[src/rtl/alu_seq.sv]
// Registered ALU with architectural S/Z/C/V flags and an iterative one-bit-per-cycle shifter.
// Non-shift ops complete in one cycle; shifts by n>0 hold in_ready low for n cycles.
module alu_seq #(
  parameter int unsigned WIDTH   = 16,
  parameter int unsigned SHAMT_W = 4
) (
  input  logic               clk,
  input  logic               rst_n,
  input  logic               in_valid,
  output logic               in_ready,
  input  logic [3:0]         op,
  input  logic [WIDTH-1:0]   a,
  input  logic [WIDTH-1:0]   b,
  input  logic [SHAMT_W-1:0] shamt,
  output logic               out_valid,
  output logic [WIDTH-1:0]   result,
  output logic               result_we,
  output logic [3:0]         flags,
  output logic               err
);

  localparam int unsigned MSB = WIDTH - 1;
  localparam int unsigned XW  = WIDTH + 1;

  localparam logic [3:0] OP_ADD = 4'h0;
  localparam logic [3:0] OP_SUB = 4'h1;
  localparam logic [3:0] OP_AND = 4'h2;
  localparam logic [3:0] OP_OR  = 4'h3;
  localparam logic [3:0] OP_XOR = 4'h4;
  localparam logic [3:0] OP_CMP = 4'h5;
  localparam logic [3:0] OP_MOV = 4'h6;
  localparam logic [3:0] OP_ADC = 4'h7;

  localparam logic [1:0] SH_SLL = 2'b00;
  localparam logic [1:0] SH_SLR = 2'b01;
  localparam logic [1:0] SH_SRL = 2'b10;
  localparam logic [1:0] SH_SRA = 2'b11;

  typedef enum logic {IDLE, SHIFT} state_t;

  state_t             state, state_nx;
  logic [WIDTH-1:0]   work, work_nx;
  logic [SHAMT_W-1:0] cnt, cnt_nx;
  logic [1:0]         sop, sop_nx;
  logic [WIDTH-1:0]   result_nx;
  logic [3:0]         flags_nx;
  logic               out_valid_nx, result_we_nx, err_nx, in_ready_nx;

  logic               cin;
  logic [WIDTH:0]     add_sum, sub_dif;
  logic               add_v, sub_v;
  logic [WIDTH-1:0]   alu_res;
  logic               alu_c, alu_v, alu_we, alu_err;
  logic               shift_start;
  logic [WIDTH-1:0]   step;
  logic               step_out;

  // ADC uses the flag register directly; a just-completed op has already written it.
  assign cin     = (op == OP_ADC) & flags[1];
  assign add_sum = {1'b0, a} + {1'b0, b} + XW'(cin);
  assign sub_dif = {1'b0, a} - {1'b0, b};
  assign add_v   = (a[MSB] == b[MSB]) && (add_sum[MSB] != a[MSB]);
  assign sub_v   = (a[MSB] != b[MSB]) && (sub_dif[MSB] != a[MSB]);
  assign shift_start = (op[3:2] == 2'b10) && (shamt != '0);

  // Single-cycle operation decode.
  always_comb begin
    alu_res = '0;
    alu_c   = 1'b0;
    alu_v   = 1'b0;
    alu_we  = 1'b1;
    alu_err = 1'b0;
    case (op)
      OP_ADD, OP_ADC: begin
        alu_res = add_sum[MSB:0];
        alu_c   = add_sum[WIDTH];
        alu_v   = add_v;
      end
      OP_SUB, OP_CMP: begin
        alu_res = sub_dif[MSB:0];
        alu_c   = sub_dif[WIDTH];
        alu_v   = sub_v;
        alu_we  = (op != OP_CMP);
      end
      OP_AND:                        alu_res = a & b;
      OP_OR:                         alu_res = a | b;
      OP_XOR:                        alu_res = a ^ b;
      OP_MOV:                        alu_res = b;
      4'h8, 4'h9, 4'hA, 4'hB:        alu_res = b;
      default: begin
        alu_we  = 1'b0;
        alu_err = 1'b1;
      end
    endcase
  end

  // One-bit shift step of the working register and the bit it drops.
  always_comb begin
    step     = work;
    step_out = 1'b0;
    case (sop)
      SH_SLL: begin step = {work[MSB-1:0], 1'b0};      step_out = work[MSB]; end
      SH_SLR: begin step = {work[MSB-1:0], work[MSB]}; step_out = 1'b0;      end
      SH_SRL: begin step = {1'b0, work[MSB:1]};        step_out = work[0];   end
      SH_SRA: begin step = {work[MSB], work[MSB:1]};   step_out = work[0];   end
      default: ;
    endcase
  end

  // Next-state and output logic.
  always_comb begin
    state_nx     = state;
    work_nx      = work;
    cnt_nx       = cnt;
    sop_nx       = sop;
    result_nx    = result;
    flags_nx     = flags;
    out_valid_nx = 1'b0;
    result_we_nx = 1'b0;
    err_nx       = 1'b0;
    case (state)
      IDLE: begin
        if (in_valid) begin
          if (shift_start) begin
            work_nx  = b;
            cnt_nx   = shamt;
            sop_nx   = op[1:0];
            state_nx = SHIFT;
          end else begin
            out_valid_nx = 1'b1;
            result_nx    = alu_res;
            result_we_nx = alu_we;
            err_nx       = alu_err;
            if (!alu_err) flags_nx = {alu_res[MSB], alu_res == '0, alu_c, alu_v};
          end
        end
      end
      SHIFT: begin
        work_nx = step;
        cnt_nx  = cnt - SHAMT_W'(1);
        if (cnt == SHAMT_W'(1)) begin
          state_nx     = IDLE;
          out_valid_nx = 1'b1;
          result_we_nx = 1'b1;
          result_nx    = step;
          flags_nx     = {step[MSB], step == '0, step_out, 1'b0};
        end
      end
      default: state_nx = IDLE;
    endcase
    in_ready_nx = (state_nx == IDLE);
  end

  always_ff @(posedge clk) begin
    if (!rst_n) begin
      state     <= IDLE;
      work      <= '0;
      cnt       <= '0;
      sop       <= '0;
      result    <= '0;
      flags     <= '0;
      out_valid <= 1'b0;
      result_we <= 1'b0;
      err       <= 1'b0;
      in_ready  <= 1'b1;
    end else begin
      state     <= state_nx;
      work      <= work_nx;
      cnt       <= cnt_nx;
      sop       <= sop_nx;
      result    <= result_nx;
      flags     <= flags_nx;
      out_valid <= out_valid_nx;
      result_we <= result_we_nx;
      err       <= err_nx;
      in_ready  <= in_ready_nx;
    end
  end

endmodule
[config.mk]
export PLATFORM = sky130hd
export DESIGN_NAME = alu_seq
export DESIGN_NICKNAME = d
export VERILOG_FILES = /design/src/rtl/alu_seq.sv
export SDC_FILE = /design/constraint.sdc
export NUM_CORES = 1
export LEC_CHECK = 0
export BUFFER_PORTS_ARGS = -buffer_cell sky130_fd_sc_hd__buf_4
export CAP_MARGIN = 10
export CORE_ASPECT_RATIO = 1.25
export CORE_MARGIN = 2
export CORE_UTILIZATION = 40
export CTS_CLUSTER_DIAMETER = 120
export DETAILED_ROUTE_END_ITERATION = 10
export PLACE_DENSITY_LB_ADDON = 0.08
export SETUP_SLACK_MARGIN = 0.2
export SLEW_MARGIN = 10
export SYNTH_ARGS = -nofsm -noshare
export SYNTH_HDL_FRONTEND = slang
export SYNTH_SLANG_ARGS = --single-unit
[constraint.sdc]
create_clock -name clk -period 4.9 [get_ports clk]
set_input_delay 0.98 -clock clk [delete_from_list [all_inputs] [get_ports clk]]
set_output_delay 0.98 -clock clk [all_outputs]
set_load 0.02 [all_outputs]
Yosys cells after proc, flatten, opt, wreduce, memory -nomap -nowiden
Index checks and enable logic that the tools add are counted.
W data, S select, Z words.
Cells by class
  add/sub/neg operators: 4
  eq/ne operators: 26
  multiplexer cells: 33
  bitwise gates (word level): 8
  reductions and logical operators: 19
Operator list (number)
  $pmux W16 S6: 1
  $mux W16: 5
  $pmux W16 S2: 2
  $pmux W16 S4: 1
  $logic_not A16 Y1: 2
  $mux W4: 6
  $add A16 B16 Y17: 1
  $add A17 B1 Y17: 1
  $sub A16 B16 Y17: 1
  $and A16 B16 Y16: 1
  $eq A4 B3 Y1 const B: 4
  $eq A4 B4 Y1 const B: 4
  $or A16 B16 Y16: 1
  $pmux W4 S2: 2
  $xor A16 B16 Y16: 1
  $pmux W1 S2: 6
  $reduce_or A12 Y1: 1
  $reduce_or A10 Y1: 1
  $mux W1: 9
  $eq A4 B1 Y1 const B: 2
  $eq A4 B2 Y1 const B: 2
  $ne A2 B2 Y1 const B: 4
  $eq A2 B2 Y1 const B: 3
  $reduce_and A3 Y1: 2
  other kinds (18): 27
Word-level totals
  flip-flop bits (word level): 47
  input port bits: 43

Depth between registers and ports, before layout
Gate-level depths: netlist of the first run.
  depth after elaboration: 10
  gate-level depth with buffers: 14
  depth with buffers taken out: 13

Worst setup path after synthesis of the first run
OpenSTA, ideal clock, no wires.
  path type: input-to-reg
  start: input op[3]
  end: register flags[2]
  arrival: 3741 ps
  data required time: 4804 ps
  slack: 1064 ps
  stages on the path: 13
  cells stage by stage: buf_2 -> and4b_1 -> nand2_1 -> fa_1 -> fa_1 -> nor2b_1 -> o2111ai_1 -> nand3_1 -> a211oi_1 -> nand3_1 -> nand2_1 -> or4b_1 -> o41ai_2
Between the ends
  longest elaborated chain between the ends: 9
  elaborated cells between the ends (all ways): 29
  those cells by class: 1 x add/sub; 14 x eq/ne; 5 x mux; 1 x bitwise; 8 x reduce/logical
Ends and longest elaborated chain
  from (decl): line 11  | input logic [3:0] op,
  $eq A4 B3 Y1: line 59, 73
  $and A1 B1 Y1: line 59  | assign cin = (op == OP_ADC) & flags[1];
  $add A17 B1 Y17: line 60  | assign add_sum = {1'b0, a} + {1'b0, b} + XW'(cin);
  $pmux W16 S6: line 73  | case (op)
  $logic_not A16 Y1: line 134  | if (!alu_err) flags_nx = {alu_res[MSB], alu_res == '0, alu_c, alu_v};
  $mux W4: line 134
  $mux W4: line 124  | if (shift_start) begin
  $mux W4: line 123  | if (in_valid) begin
  $pmux W4 S2: line 121  | case (state)
  to (signal assigned): line 172  | flags <= flags_nx;
  to (decl): line 18  | output logic [3:0] flags,
Several ways; a longest one is shown, not always the timed one. The select of a mux whose other input is x is not followed.
A chain may end at the register's enable or synchronous reset.

Worst setup path after layout of the first run
Ends and elaborated chain as after synthesis.

==> results_dict.tcl, run 1 <==
set metrics [dict create \
    register_area_um2 941 \
    clockBufferDepth 2 \
    synth_top_family_by_area "compound AO/OA/AOI/OAI gates" \
    drt-wirelength-per-cell_um 17.9 \
    fin_nets 857 \
    synth_edf_count 0 \
    final_layout_size_suffix_gt1_share_pct 12.4 \
    drtAntennaViolNets 0 \
    cts_tree "done" \
    dieArea_um2 13500 \
    grt_pass1_vias 5081 \
    io_buffers 66 \
    crit_family "compound AO/OA/AOI/OAI gates" \
    yosysTopAreaCell "dfxtp_1" \
    end_kind "flop" \
    die_h_um 130 \
    dr_total_vias 5480 \
    outcome "finished, final reports clean" \
    switching_power_w 0.000478 \
    coreArea_um2 12200 \
    grt_start_max_net_pins 40 \
    yosys_warnings 0 \
    critPathKind "input pin to flop" \
    cap_viol_max_count 0 \
    io_pins 67 \
    hold_path_class "flop to flop" \
    rsz0062_at_grt "no" \
    ys_top_cells_by_area "dfxtp_1, ha_1, nand2_1, a21oi_1, nor2_1" \
    hp-start "result[8]" \
    ys_ff_latch 47 \
    drt-pass1-iter-count 6 \
    power_frac_seq_pct 32.9 \
    synth-seq-area-share_pct 18.6 \
    r2r_start "flags[1]" \
    avgSynthCellArea_um2 6.95 \
    synth-async-reset-ratio_pct 0 \
    fmax_ghz 0.250 \
    min_period_ns 3.99 \
    die_w_um 104 \
    clock_skew_ns 0.00392 \
    synth_most_common_cell "nand2_1" \
    synth_fa_ha_area_share_pct 13.6 \
    multi_input_area_um2 3710 \
    grt_antenna_before_repair 0 \
    slowest_stage "fa_1" \
    cts_sinks 47 \
    critPathLaunchType "input pin" \
    yosysUniqueCellTypes 71 \
    maxSlewHeadroom_pct 43.7 \
    grt.total_usage_pct 24.7 \
    finalHoldViolCount 0 \
    clkPwrFrac_pct 28.6 \
    cts_made_buffers 5 \
    synth_xor_area_share_pct 0.347 \
    synth_nets 822 \
    synth_area_um2 5050 \
    p_leak_nw 2.43 \
    synth_top_area_share_pct 18.6 \
    power.internal_w 0.000845 \
    synth-main-ff-cell "dfxtp_1" \
    wirelength_um 16600 \
    drc 0 \
    synth_cells 726 \
    fin_crit_sh_pct 81.5 \
    synth_mux_area_share_pct 3.42 \
    clk_pin_slew_ns 0.06 \
    root_buffer "clkbuf_16" \
    rows 45 \
    crit_arrival_ns 4.19 \
    grt_overflow 0 \
    setup_tns_ns 0 \
    dp.final_hpwl_um 12700 \
    critPathMaxStageDelay_ns 0.43 \
    grt_pass1_wl_um 26900 \
    pwr-share-comb_pct 38.5 \
    critPathMaxFanout 13 \
    cts_resized 0 \
    fillers 1286 \
    powerDensity_nw_per_um2 229 \
    required_ns 5.10 \
    holdBufCountCts 0 \
    gp_congestion 0.923 \
    n_antenna_cell 0 \
    syn2layout_area_growth_pct 14.4 \
    synth-simple-area-share_pct 25.3 \
    startpoint "op[3]" \
    synth_common_cells "nand2_1, a21oi_1, nor2_1" \
    synth-compound-area-share_pct 30.8 \
    dr.first_iter.drc_count 512 \
    critPathBufInv 1 \
    worst_pin_slew_ns 0.845 \
    path_cells "buf_4 > and4b_1 > nand2_1 > fa_1 > fa_1 > nor2b_1 > o2111ai_1 > nand3_1 > a211o_1 > nand3_1 > a311oi_1 > o22a_1 > nand2_1 > o41ai_2" \
    drv_slew 0 \
    netSwitchingFraction_pct 36.1 \
    cts_htree_levels 2 \
    cts_setup_buffers 0 \
    insertion_delay_ns 0.29 \
    peakVddDrop_uv 196 \
    drt-vias-per-instance 5.92 \
    start_util_pct 41.3 \
    final-setup-viol-count 0 \
    power_w 0.00132 \
]
kinds of logic (layout without fill, tap and decap cells):
| kind of cell | after synthesis | count (layout) |
|---|---|---|
| AND/OR/NAND/NOR | 281 | 281 |
| XOR/XNOR | 2 | 2 |
| adder cells (fa/ha/maj) | 53 | 53 |
| buffers and inverters | 99 | 134 |
| multiplexers | 17 | 17 |
| flip-flops | 47 | 47 |
| AO/OA/AOI/OAI | 227 | 227 |
layout make-up:
type	count	share of cell area, %
Clock buffer	6	2.23
Clock inverter	1	0.520
Inverter	50	3.25
Multi-Input combinational cell	580	64.2
Sequential cell	47	16.3
Tap cell	164	3.55
Timing Repair Buffer	77	10.0
sequential cells by signal (all words and copies together) (netlist names):
signal,cells
state,1
err,1
sop,2
in_ready,1
result_we,1
work,16
out_valid,1
cnt,4
result,16
flags,4
worst paths after layout:
check | to | slack [ns] | cells after the start
max | flags[2] | 0.91 | 14
min | result[8] | 0.45 | 2
max reg2reg | flags[2] | 1.53 | 12
min reg2reg | result[8] | 0.45 | 2
power by group through the flow:
stage | clock network [W] | logic (W) | registers [W]
after CTS | 0.000386 | 0.000504 | 0.000435
after global placement | 0 | 0.000498 | 0.000442
final | 0.000379 | 0.000510 | 0.000435
after floorplan | 0 | 0.000326 | 0.000454
after detailed placement | 0 | 0.000501 | 0.000443
after global routing | 0.000400 | 0.000563 | 0.000439
layout by cell type (no fill, tap or decap), drive strengths merged, types with 5 or more instances in the layout:
cell type	instances
nor3b	5
nor2b	10
nor3	17
and2	7
nor4	6
inv	50
a31oi	18
a21oi	60
mux2i	15
nor2	58
clkbuf	6
buf	77
o211ai	22
o21bai	9
a21o	6
o31ai	7
o21ai	29
dfxtp	47
o2111ai	7
a211oi	12
o21a	6
ha	50
a211o	6
o22ai	5
nand3	19
nand2	131
tightest hold or removal path, stage by stage, from the launching register on:
cell and delay, ns:
dfxtp_1 0.31, nand2_1 0.05, a21oi_1 0.05
metrics by stage:
| stage | instance area, µm² | setup slack [ns] | hold slack, ns | utilization, % | cells |
|---|---|---|---|---|---|
| finish | 5780 | 0.905 | 0.451 | 47.3 | 925 |
| global route | 5780 | 0.660 | 0.481 | 47.3 | 925 |
| floorplan | 5050 | 1.06 | 0.462 | - | 726 |
| CTS | 5780 | 0.947 | 0.452 | 47.3 | 925 |
| detailed placement | 5620 | 0.666 | 0.444 | 46.0 | 918 |
| global placement | 5620 | 0.766 | 0.440 | 46.0 | 918 |
per-layer routing:
layer  global-route usage, %  vias to the layer above  share of wire (%)
li1                        -                     2673                  -
met1                    32.9                     2553                 45
met2                    40.9                      223                 46
met3                    3.17                       31                6.7
met4                    8.82                        0                2.5
met5                       0                        -                  0
(Power assumes the default switching activity.)
==> run 2, diff against run 1 <==
- ABC_AREA: not set -> 1
- clock period: 4.9 -> 3.4 ns (I/O delays scaled with it)
==> results_dict.tcl, run 2 <==
set metrics [dict create \
    worst_pin_slew_ns 0.651 \
    clkPwrFrac_pct 28.6 \
    power_frac_seq_pct 32.1 \
    dr.first_iter.drc_count 332 \
    crit_arrival_ns 3.11 \
    synth-async-reset-ratio_pct 0 \
    clockBufferDepth 2 \
    n_antenna_cell 0 \
    grt_pass1_wl_um 29200 \
    coreArea_um2 13100 \
    netSwitchingFraction_pct 37.9 \
    path_common_cell "nand2_1" \
    drc 0 \
    pwr-share-comb_pct 39.3 \
    ys_top_cells_by_area "nand2_1, dfxtp_1, ha_1, inv_1, nor2_1" \
    cts_made_buffers 5 \
    ys_ff_latch 47 \
    yosysUniqueCellTypes 38 \
    cts_htree_levels 2 \
    synth-seq-area-share_pct 17.8 \
    clock_skew_ns 0.00528 \
    wirelength_um 18200 \
    hp-start "flags[0]" \
    synth_nets 1029 \
    synth-main-ff-cell "dfxtp_1" \
    regToRegSetupSlack_ns 0.72 \
    end_kind "flop" \
    p_leak_nw 3.22 \
    grt_antenna_before_repair 0 \
    outcome "finished, final reports clean" \
    synth_top_area_share_pct 19.6 \
    final_cell_mix "nand2_1, inv_1, nor2_1, buf_4, nand3_1" \
    powerDensity_nw_per_um2 313 \
    io_pins 67 \
    dr_total_vias 5966 \
    holdBufCountCts 0 \
    critPathMaxFanout 5 \
    final-setup-viol-count 0 \
    reg2regPathDepth 18 \
    synth_cells 933 \
    synth_most_common_cell "nand2_1" \
    synth_edf_count 0 \
    finalHoldViolCount 0 \
    power.internal_w 0.00119 \
    critPathKind "input pin to flop" \
    register_area_um2 941 \
    yosysTopAreaCell "nand2_1" \
    grt_pass1_vias 5733 \
    rows 47 \
    fin_crit_sh_pct 84.6 \
    r2r_start "flags[1]" \
    multi_input_area_um2 3610 \
    die_w_um 107 \
    die_h_um 133 \
    dieArea_um2 14200 \
    dp.final_hpwl_um 14700 \
    io_buffers 66 \
    insertion_delay_ns 0.29 \
    fin_nets 1083 \
    drt-pass1-iter-count 5 \
    drt-wirelength-per-cell_um 15.7 \
    peakVddDrop_uv 280 \
    critPathMaxStageDelay_ns 0.39 \
    drtAntennaViolNets 0 \
    cts_sinks 47 \
    power_w 0.00191 \
    final_layout_size_suffix_gt1_share_pct 10.8 \
    rsz0062_at_grt "no" \
    critPathBufInv 3 \
    synth_area_um2 5300 \
    yosys_warnings 0 \
    grt_overflow 0 \
    fmax_ghz 0.348 \
    synth_common_cells "nand2_1, inv_1, nor2_1" \
    switching_power_w 0.000725 \
    start_util_pct 40.4 \
    hold_path_class "flop to flop" \
    timing.rr.end "flags[2]" \
    cts_tree "done" \
    grt.total_usage_pct 26.0 \
    min_path_cells 2 \
    gp_congestion 0.904 \
    drt-vias-per-instance 5.15 \
    path_cells "buf_4 > inv_2 > nor2_4 > nand3_1 > fa_2 > fa_1 > inv_1 > nand3_1 > nand2_2 > nand2_1 > nand2_1 > nand2_1 > nand2_1 > nand2_1 > nand3_1 > nand2_1 > nor2_1 > nand2_1 > nor2_1 > nand2_1 > a21oi_2" \
    setup_tns_ns 0 \
    whs_endpoint "flags[0]" \
    min_period_ns 2.88 \
    drv_slew 0 \
    crit_family "simple AND/OR/NAND/NOR gates" \
    syn2layout_area_growth_pct 15.3 \
    avgSynthCellArea_um2 5.68 \
    fillers 1508 \
    clk_pin_slew_ns 0.06 \
    critPathLaunchType "input pin" \
    cts_resized 0 \
    root_buffer "clkbuf_16" \
    maxSlewHeadroom_pct 56.6 \
    top_regs "result (16), work (16)" \
    final_common_cell "nand2_1" \
    cts_setup_buffers 0 \
    cap_viol_max_count 0 \
    crit_cells 21 \
    slowest_stage "fa_1" \
    grt_start_max_net_pins 29 \
    required_ns 3.63 \
]
## run 2: cell count changes in the layout (fill, tap and decap cells not counted), moves of 12 or more
cell,change
nand2_1,+145
nor3_1,-12
nand3_1,+53
o211ai_1,-20
o21ai_0,+20
nor2_1,+41
inv_1,+105
## run 2: through the flow
step	cells	hold slack, ns	worst slack [ns]	area (µm²)	utilization [%]
after CTS	1158	0.470	0.393	6100	46.5
after detailed placement	1151	0.461	0.101	5940	45.3
after floorplan	933	0.444	0.567	5300	-
after global routing	1158	0.477	0.227	6110	46.6
final	1158	0.467	0.523	6110	46.6
after global placement	1151	0.455	0.163	5940	45.3
## run 2: logic make-up after synthesis
kind of cell	after synthesis	synth area share [%]
DFF	47	17.8
muxes	5	0.945
adders and majority gates	53	12.9
AOI/OAI and AO/OA	153	16.1
xor gates and xnor gates	3	0.496
buffers and inverters	190	14.2
and+or+nand+nor	482	37.5
## run 2: worst max path at each step
stage / from / to / slack, ns
finish: op[2] / flags[2] / 0.52
global route: op[0] / flags[2] / 0.23
CTS: op[3] / flags[2] / 0.39
detailed placement: op[3] / flags[2] / 0.10
global placement: op[3] / flags[2] / 0.16
floorplan: op[2] / flags[2] / 0.57
## run 2: layout make-up
class / instances / share of cell area, %
repair buffers: 78 / 9.59
inverters: 159 / 9.77
flip-flops and latches: 47 / 15.4
well taps: 171 / 3.50
clock buffers: 6 / 2.11
clock inverters: 1 / 0.492
multi-input cells: 696 / 59.1
## run 2: tightest hold or removal path: stages (launching register included)
cell,delay [ns]
dfxtp_1,0.31
nand2_1,0.06
a21oi_1,0.05
## run 2: per-layer routing
metal	wire, µm	global-route usage, %
met5	0	0
met4	491	8.59
met3	711	1.63
met2	8980	46.4
met1	7990	33.0
## run 2: power groups by stage
| stage | logic (W) | clock network [W] | registers, W |
|---|---|---|---|
| 2_1_floorplan | 0.000471 | 0 | 0.000646 |
| 3_3_place_gp | 0.000744 | 0 | 0.000626 |
| 3_5_place_dp | 0.000743 | 0 | 0.000626 |
| 4_1_cts | 0.000747 | 0.000556 | 0.000614 |
| 5_1_grt | 0.000846 | 0.000575 | 0.000617 |
| 6_report | 0.000752 | 0.000547 | 0.000614 |
